`config.mk`:
```
export PLATFORM = sky130hd
export DESIGN_NAME = pwm_duty_decoder
export DESIGN_NICKNAME = d
export VERILOG_FILES = /design/src/rtl/pwm_duty_decoder.sv
export SDC_FILE = /design/constraint.sdc
export NUM_CORES = 1
export LEC_CHECK = 0
export CAP_MARGIN = 20
export CORE_MARGIN = 5
export CORE_UTILIZATION = 39
export DETAILED_ROUTE_END_ITERATION = 10
export PLACE_DENSITY = 0.66
export SYNTH_ARGS = -nofsm -noshare
export SYNTH_HDL_FRONTEND = slang
export SYNTH_SLANG_ARGS = --single-unit
```
`constraint.sdc`:
```
create_clock -name clk -period 6.1 [get_ports clk]
set_input_delay 1.22 -clock clk [delete_from_list [all_inputs] [get_ports clk]]
set_output_delay 1.22 -clock clk [all_outputs]
set_load 0.1 [all_outputs]
```
`src/rtl/pwm_duty_decoder.sv`:
```
// PWM / breathing-LED receiver: measures period, active-low on-time and brightness trend.
// Optional macro DUTY_AVG_EN: low_time becomes a 4-sample moving average of the raw low time.
module pwm_duty_decoder #(
   parameter int CNT_W   = 16,
   parameter int TIMEOUT = 50000
) (
   input  logic             clk,
   input  logic             rst,
   input  logic             pwm_in,
   output logic [CNT_W-1:0] period,
   output logic [CNT_W-1:0] low_time,
   output logic             meas_valid,
   output logic [1:0]       trend,
   output logic             stuck,
   output logic             stuck_level
);

   typedef enum logic [1:0] {IDLE = 2'd0, LOW = 2'd1, HIGH = 2'd2} state_t;

   localparam logic [CNT_W-1:0] CNT_MAX = {CNT_W{1'b1}};
   localparam logic [CNT_W-1:0] TO_LAST = CNT_W'(TIMEOUT - 1);
   localparam logic [CNT_W-1:0] TO_FULL = CNT_W'(TIMEOUT);

   logic             s1_q, s2_q, s3_q;
   state_t           state_q, state_d;
   logic [CNT_W-1:0] per_cnt_q, per_cnt_d, low_cnt_q, low_cnt_d;
   logic [CNT_W-1:0] idle_cnt_q, idle_cnt_d;
   logic [CNT_W-1:0] period_q, period_d, low_time_q, low_time_d;
   logic             meas_valid_q, meas_valid_d;
   logic [1:0]       trend_q, trend_d;
   logic             stuck_q, stuck_d, stuck_level_q, stuck_level_d;
   logic             prev_valid_q, prev_valid_d;

   logic             fall_s, rise_s, edge_s, timeout_s;
   logic [CNT_W-1:0] per_inc_s, low_inc_s, new_low_s;
   logic [1:0]       trend_s;

`ifdef DUTY_AVG_EN
   logic [CNT_W-1:0] hist_q [4];
   logic [CNT_W-1:0] hist_d [4];
   logic [CNT_W+1:0] sum_s;
`endif

   always_comb begin
      fall_s    = s3_q & ~s2_q;
      rise_s    = ~s3_q & s2_q;
      edge_s    = fall_s | rise_s;
      timeout_s = ~edge_s & (idle_cnt_q == TO_LAST);
      per_inc_s = (per_cnt_q == CNT_MAX) ? per_cnt_q : per_cnt_q + {{(CNT_W-1){1'b0}}, 1'b1};
      low_inc_s = (low_cnt_q == CNT_MAX) ? low_cnt_q : low_cnt_q + {{(CNT_W-1){1'b0}}, 1'b1};

`ifdef DUTY_AVG_EN
      // A fresh history is four copies of the first sample, so its average is the sample itself.
      if (prev_valid_q) begin
         sum_s = {2'b00, low_cnt_q} + {2'b00, hist_q[0]} + {2'b00, hist_q[1]} + {2'b00, hist_q[2]};
      end else begin
         sum_s = {low_cnt_q, 2'b00};
      end
      new_low_s = CNT_W'(sum_s >> 2);
`else
      new_low_s = low_cnt_q;
`endif

      if (!prev_valid_q) begin
         trend_s = 2'b00;
      end else if (new_low_s > low_time_q) begin
         trend_s = 2'b01;
      end else if (new_low_s < low_time_q) begin
         trend_s = 2'b10;
      end else begin
         trend_s = 2'b00;
      end
   end

   always_comb begin
      state_d       = state_q;
      per_cnt_d     = per_cnt_q;
      low_cnt_d     = low_cnt_q;
      period_d      = period_q;
      low_time_d    = low_time_q;
      meas_valid_d  = 1'b0;
      trend_d       = trend_q;
      stuck_d       = stuck_q;
      stuck_level_d = stuck_level_q;
      prev_valid_d  = prev_valid_q;
`ifdef DUTY_AVG_EN
      hist_d = hist_q;
`endif

      if (edge_s) begin
         idle_cnt_d    = {CNT_W{1'b0}};
         stuck_d       = 1'b0;
         stuck_level_d = 1'b0;
      end else if (idle_cnt_q != TO_FULL) begin
         idle_cnt_d = idle_cnt_q + {{(CNT_W-1){1'b0}}, 1'b1};
      end else begin
         idle_cnt_d = idle_cnt_q;
      end

      // Timeout only fires without a simultaneous edge; results of the last measurement are kept.
      if (timeout_s) begin
         state_d       = IDLE;
         per_cnt_d     = {CNT_W{1'b0}};
         low_cnt_d     = {CNT_W{1'b0}};
         stuck_d       = 1'b1;
         stuck_level_d = s2_q;
         prev_valid_d  = 1'b0;
      end else begin
         case (state_q)
            IDLE: begin
               per_cnt_d = {CNT_W{1'b0}};
               low_cnt_d = {CNT_W{1'b0}};
               if (fall_s) begin
                  per_cnt_d = {{(CNT_W-1){1'b0}}, 1'b1};
                  low_cnt_d = {{(CNT_W-1){1'b0}}, 1'b1};
                  state_d   = LOW;
               end else begin
                  state_d = IDLE;
               end
            end
            LOW: begin
               per_cnt_d = per_inc_s;
               if (rise_s) begin
                  state_d = HIGH;
               end else begin
                  low_cnt_d = low_inc_s;
               end
            end
            HIGH: begin
               if (fall_s) begin
                  period_d     = per_cnt_q;
                  low_time_d   = new_low_s;
                  meas_valid_d = 1'b1;
                  trend_d      = trend_s;
                  prev_valid_d = 1'b1;
                  per_cnt_d    = {{(CNT_W-1){1'b0}}, 1'b1};
                  low_cnt_d    = {{(CNT_W-1){1'b0}}, 1'b1};
                  state_d      = LOW;
`ifdef DUTY_AVG_EN
                  if (prev_valid_q) begin
                     hist_d[0] = low_cnt_q;
                     hist_d[1] = hist_q[0];
                     hist_d[2] = hist_q[1];
                     hist_d[3] = hist_q[2];
                  end else begin
                     for (int i = 0; i < 4; i++) hist_d[i] = low_cnt_q;
                  end
`endif
               end else begin
                  per_cnt_d = per_inc_s;
               end
            end
            default: state_d = IDLE;
         endcase
      end
   end

   always_ff @(posedge clk or posedge rst) begin
      if (rst) begin
         s1_q          <= 1'b0;
         s2_q          <= 1'b0;
         s3_q          <= 1'b0;
         state_q       <= IDLE;
         per_cnt_q     <= {CNT_W{1'b0}};
         low_cnt_q     <= {CNT_W{1'b0}};
         idle_cnt_q    <= {CNT_W{1'b0}};
         period_q      <= {CNT_W{1'b0}};
         low_time_q    <= {CNT_W{1'b0}};
         meas_valid_q  <= 1'b0;
         trend_q       <= 2'b00;
         stuck_q       <= 1'b0;
         stuck_level_q <= 1'b0;
         prev_valid_q  <= 1'b0;
`ifdef DUTY_AVG_EN
         for (int i = 0; i < 4; i++) hist_q[i] <= {CNT_W{1'b0}};
`endif
      end else begin
         s1_q          <= pwm_in;
         s2_q          <= s1_q;
         s3_q          <= s2_q;
         state_q       <= state_d;
         per_cnt_q     <= per_cnt_d;
         low_cnt_q     <= low_cnt_d;
         idle_cnt_q    <= idle_cnt_d;
         period_q      <= period_d;
         low_time_q    <= low_time_d;
         meas_valid_q  <= meas_valid_d;
         trend_q       <= trend_d;
         stuck_q       <= stuck_d;
         stuck_level_q <= stuck_level_d;
         prev_valid_q  <= prev_valid_d;
`ifdef DUTY_AVG_EN
         for (int i = 0; i < 4; i++) hist_q[i] <= hist_d[i];
`endif
      end
   end

   assign period      = period_q;
   assign low_time    = low_time_q;
   assign meas_valid  = meas_valid_q;
   assign trend       = trend_q;
   assign stuck       = stuck_q;
   assign stuck_level = stuck_level_q;

endmodule

```
==> metrics.txt <==
H-tree levels=3; Die W=122 um; Synth-to-Final Area Change=17.1%; Sw Pwr=588 uW; worst-path maximum fanout=46; drt total wl=between 10000 and 15000 um; Worst setup EP type=register; ys async rst share=100%; CP Launch Type=register; Clk pwr share=33.3%; Initial Util=40.1%; R2R Path End=low_time[5]$_DFFE_PP0P_; Least-Margin Pin Slew=0.977 ns; routed len/inst=between 10 and 15 um; cells resized by post-CTS repair=0; final count of hold timing violations=0; CTS sink cnt=91; most frequent cells in the layout=nand2_1 (99), dfrtp_1 (91), o21ai_0 (39), clkdlybuf4s50_1 (39), nor2_1 (36); setup ws final=2.56 ns; CTS tree=done; num rows=40; Pleak=2.46 nW; mean post-synth cell area=8.92 um2; largest cells by area after synthesis=dfrtp_1 (47%), nand2_1 (7.7%), ha_1 (6.4%); Reg clk slew, reported paths=0.06 ns; Initial DRC Count=277; Yosys Warn Count=0; fin. max-slew vios=0; sequential power share=approximately two fifths; most common cell after layout, fill and taps aside=nand2_1; fraction of layout cells with a size suffix above 1=4.29%; max_cap viols=0; CTS max path bufs=2; number of buffers created by CTS=9; vias post-DR=4008; Synth area leader=dfrtp_1; ys flop type=dfrtp_1; drt via density=5.34; chip height=122 um; all-layer global routing usage=15.2%; status=complete, no violations; crit path kind=register to register; r2r setup slk=between 2 and 3 ns; skew final=0.00943 ns; fill cell count=1173; area of the core=12100 um2; die area=14800 um2; cts hold-fix bufs=0; GRT overflow=0; initial antenna violation count=0; final setup fails=0; pin count of the biggest net entering global routing=59; Final GP Congestion=0.860; P per Cell Area=between 200 and 300 nW/um2; R2R depth=8; vias in the first global route=3811; VDD IR max=0.149 mV; Final Critical Period=3.54 ns; Critical Path AT=3.74 ns; total power=1.69 mW; Final ANT Viol Nets=0; sw frac=around a third; Unique masters post-synth=between 50 and 60; fin crit share=58.1%; DR pass1 iterations=5; n_diodes=0; Mapped Cells=~540; register area=2280 um2; I/O Buffers=39; M2 GR Usage=around a quarter; DRC viols=0; Int Pwr=1.10 mW; unrepaired setup endpoints after global routing=false; Worst-Skew Late Latency=0.35 ns; pre-CTS setup slack=2.47 ns; CP required=6.30 ns; cell total after placement=approximately 730; EDFF count, synth=0; grt met1 use=approximately a fifth; Comb pwr share=between 20% and 30%; nets=between 600 and 700; hold_sp=s1_q$_DFF_PP0_; syn_nets=572; post-synth top area share=between 40% and 50%; first-pass GRT wire length=18300 um; Slew headroom=34.6%; Post-CTS Setup Bufs=0; sequential area share after synthesis=46.9%; busiest grt layer=met2; hold depth=0; worst hold slack=0.358 ns; num ports=40; GRT met3 Usage=4.36%; Placed Area=5370 um2; area of the multi-input gates=2350 um2; CTS Root Cell=clkbuf_16; HP Class=register to register; f_max=282 MHz; Seq cells post-synth=91; setup tns final=0 ns; final non-filler cell total=751; Worst Hold End=s2_q$_DFF_PP0_; Mapped Area=4850 um2; Final Cell Area=5680 um2; final core utilization=46.9%; DP HPWL=7440 um; R2R Path Start=s2_q$_DFF_PP0_
layout make-up:
cell class	count	area share [%]
well taps	168	3.70
multi-input cells	400	41.4
inverters	35	2.33
clock buffers	13	4.93
repair buffers	41	7.13
clock inverters	3	0.462
flip-flops and latches	91	40.1
power by group through the flow:
stage               logic, mW  clock network [mW]  registers [mW]
global route            0.500               0.608           0.676
detailed placement      0.449                   0           0.683
global placement        0.441                   0           0.681
finish                  0.454               0.562           0.671
CTS                     0.451               0.577           0.671
floorplan               0.288                   0           0.746
flip-flops by register name, summed over array words and instances, names as in the netlist:
register and cells:
period 16, per_cnt_q 16, stuck_level 1, idle_cnt_q 16
trend 2, state_q 2, prev_valid_q 1, s1_q 1
low_cnt_q 16, meas_valid 1, s2_q 1, s3_q 1
low_time 16, stuck 1
synthesized netlist by cell type, types with 2 or more instances:
| cell type | number |
|---|---|
| o211ai_1 | 4 |
| a22o_1 | 3 |
| o21ai_1 | 5 |
| buf_2 | 6 |
| nand3_1 | 28 |
| mux2i_1 | 2 |
| inv_1 | 34 |
| nor3_1 | 11 |
| nor2b_1 | 3 |
| nand4b_1 | 2 |
| dfrtp_1 | 91 |
| a2bb2oi_1 | 2 |
| o21ai_0 | 39 |
| and2_1 | 4 |
| a31oi_1 | 21 |
| nand4_1 | 17 |
| nor4_1 | 3 |
| or3_1 | 11 |
| xor2_1 | 6 |
| nor2_1 | 36 |
| and4_1 | 4 |
| and3_1 | 6 |
| buf_4 | 3 |
| o21a_1 | 2 |
| a211oi_1 | 4 |
| xnor2_1 | 7 |
| or4_1 | 5 |
| nand2_1 | 99 |
| a21oi_1 | 22 |
| ha_1 | 25 |
| clkbuf_1 | 7 |
| nand2b_1 | 3 |
| a21o_1 | 4 |
worst max-delay path: stages (launching register included):
cell and delay (ns):
dfrtp_1 0.37, inv_1 0.07, ha_1 0.41, or4b_1 0.51
nor4_4 0.56, or2_1 0.69, inv_2 0.49, nand2_1 0.16
o21ai_0 0.10
kinds of logic (layout without fill, tap and decap cells):
group                      Yosys count  count (layout)  synth area share, %
xor gates and xnor gates            13              13                 2.35
DFF                                 91              91                 46.9
buffers and inverters               53              92                 4.67
and+or+nand+nor                    243             243                 24.6
AOI/OAI and AO/OA                  116             116                 14.4
adders and majority gates           25              25                 6.44
muxes                                3               3                0.644
worst max path at each step:
stage	slack, ns	end	cells past startpoint	from
after CTS	2.46	low_time[5]$_DFFE_PP0P_	8	s2_q$_DFF_PP0_
after global routing	2.12	low_time[11]$_DFFE_PP0P_	8	s2_q$_DFF_PP0_
after floorplan	2.52	idle_cnt_q[0]$_DFFE_PP0P_	1	rst
after global placement	2.60	low_time[5]$_DFFE_PP0P_	8	s2_q$_DFF_PP0_
after detailed placement	2.47	low_time[5]$_DFFE_PP0P_	8	s2_q$_DFF_PP0_
final	2.56	low_time[5]$_DFFE_PP0P_	8	s2_q$_DFF_PP0_
metal layers:
metal | up-vias | routed length (um)
met3 | 17 | 442
li1 | 1991 | -
met1 | 1923 | 5080
met2 | 77 | 4810
met5 | - | 0
met4 | 0 | 161
(Power assumes the default switching activity.)
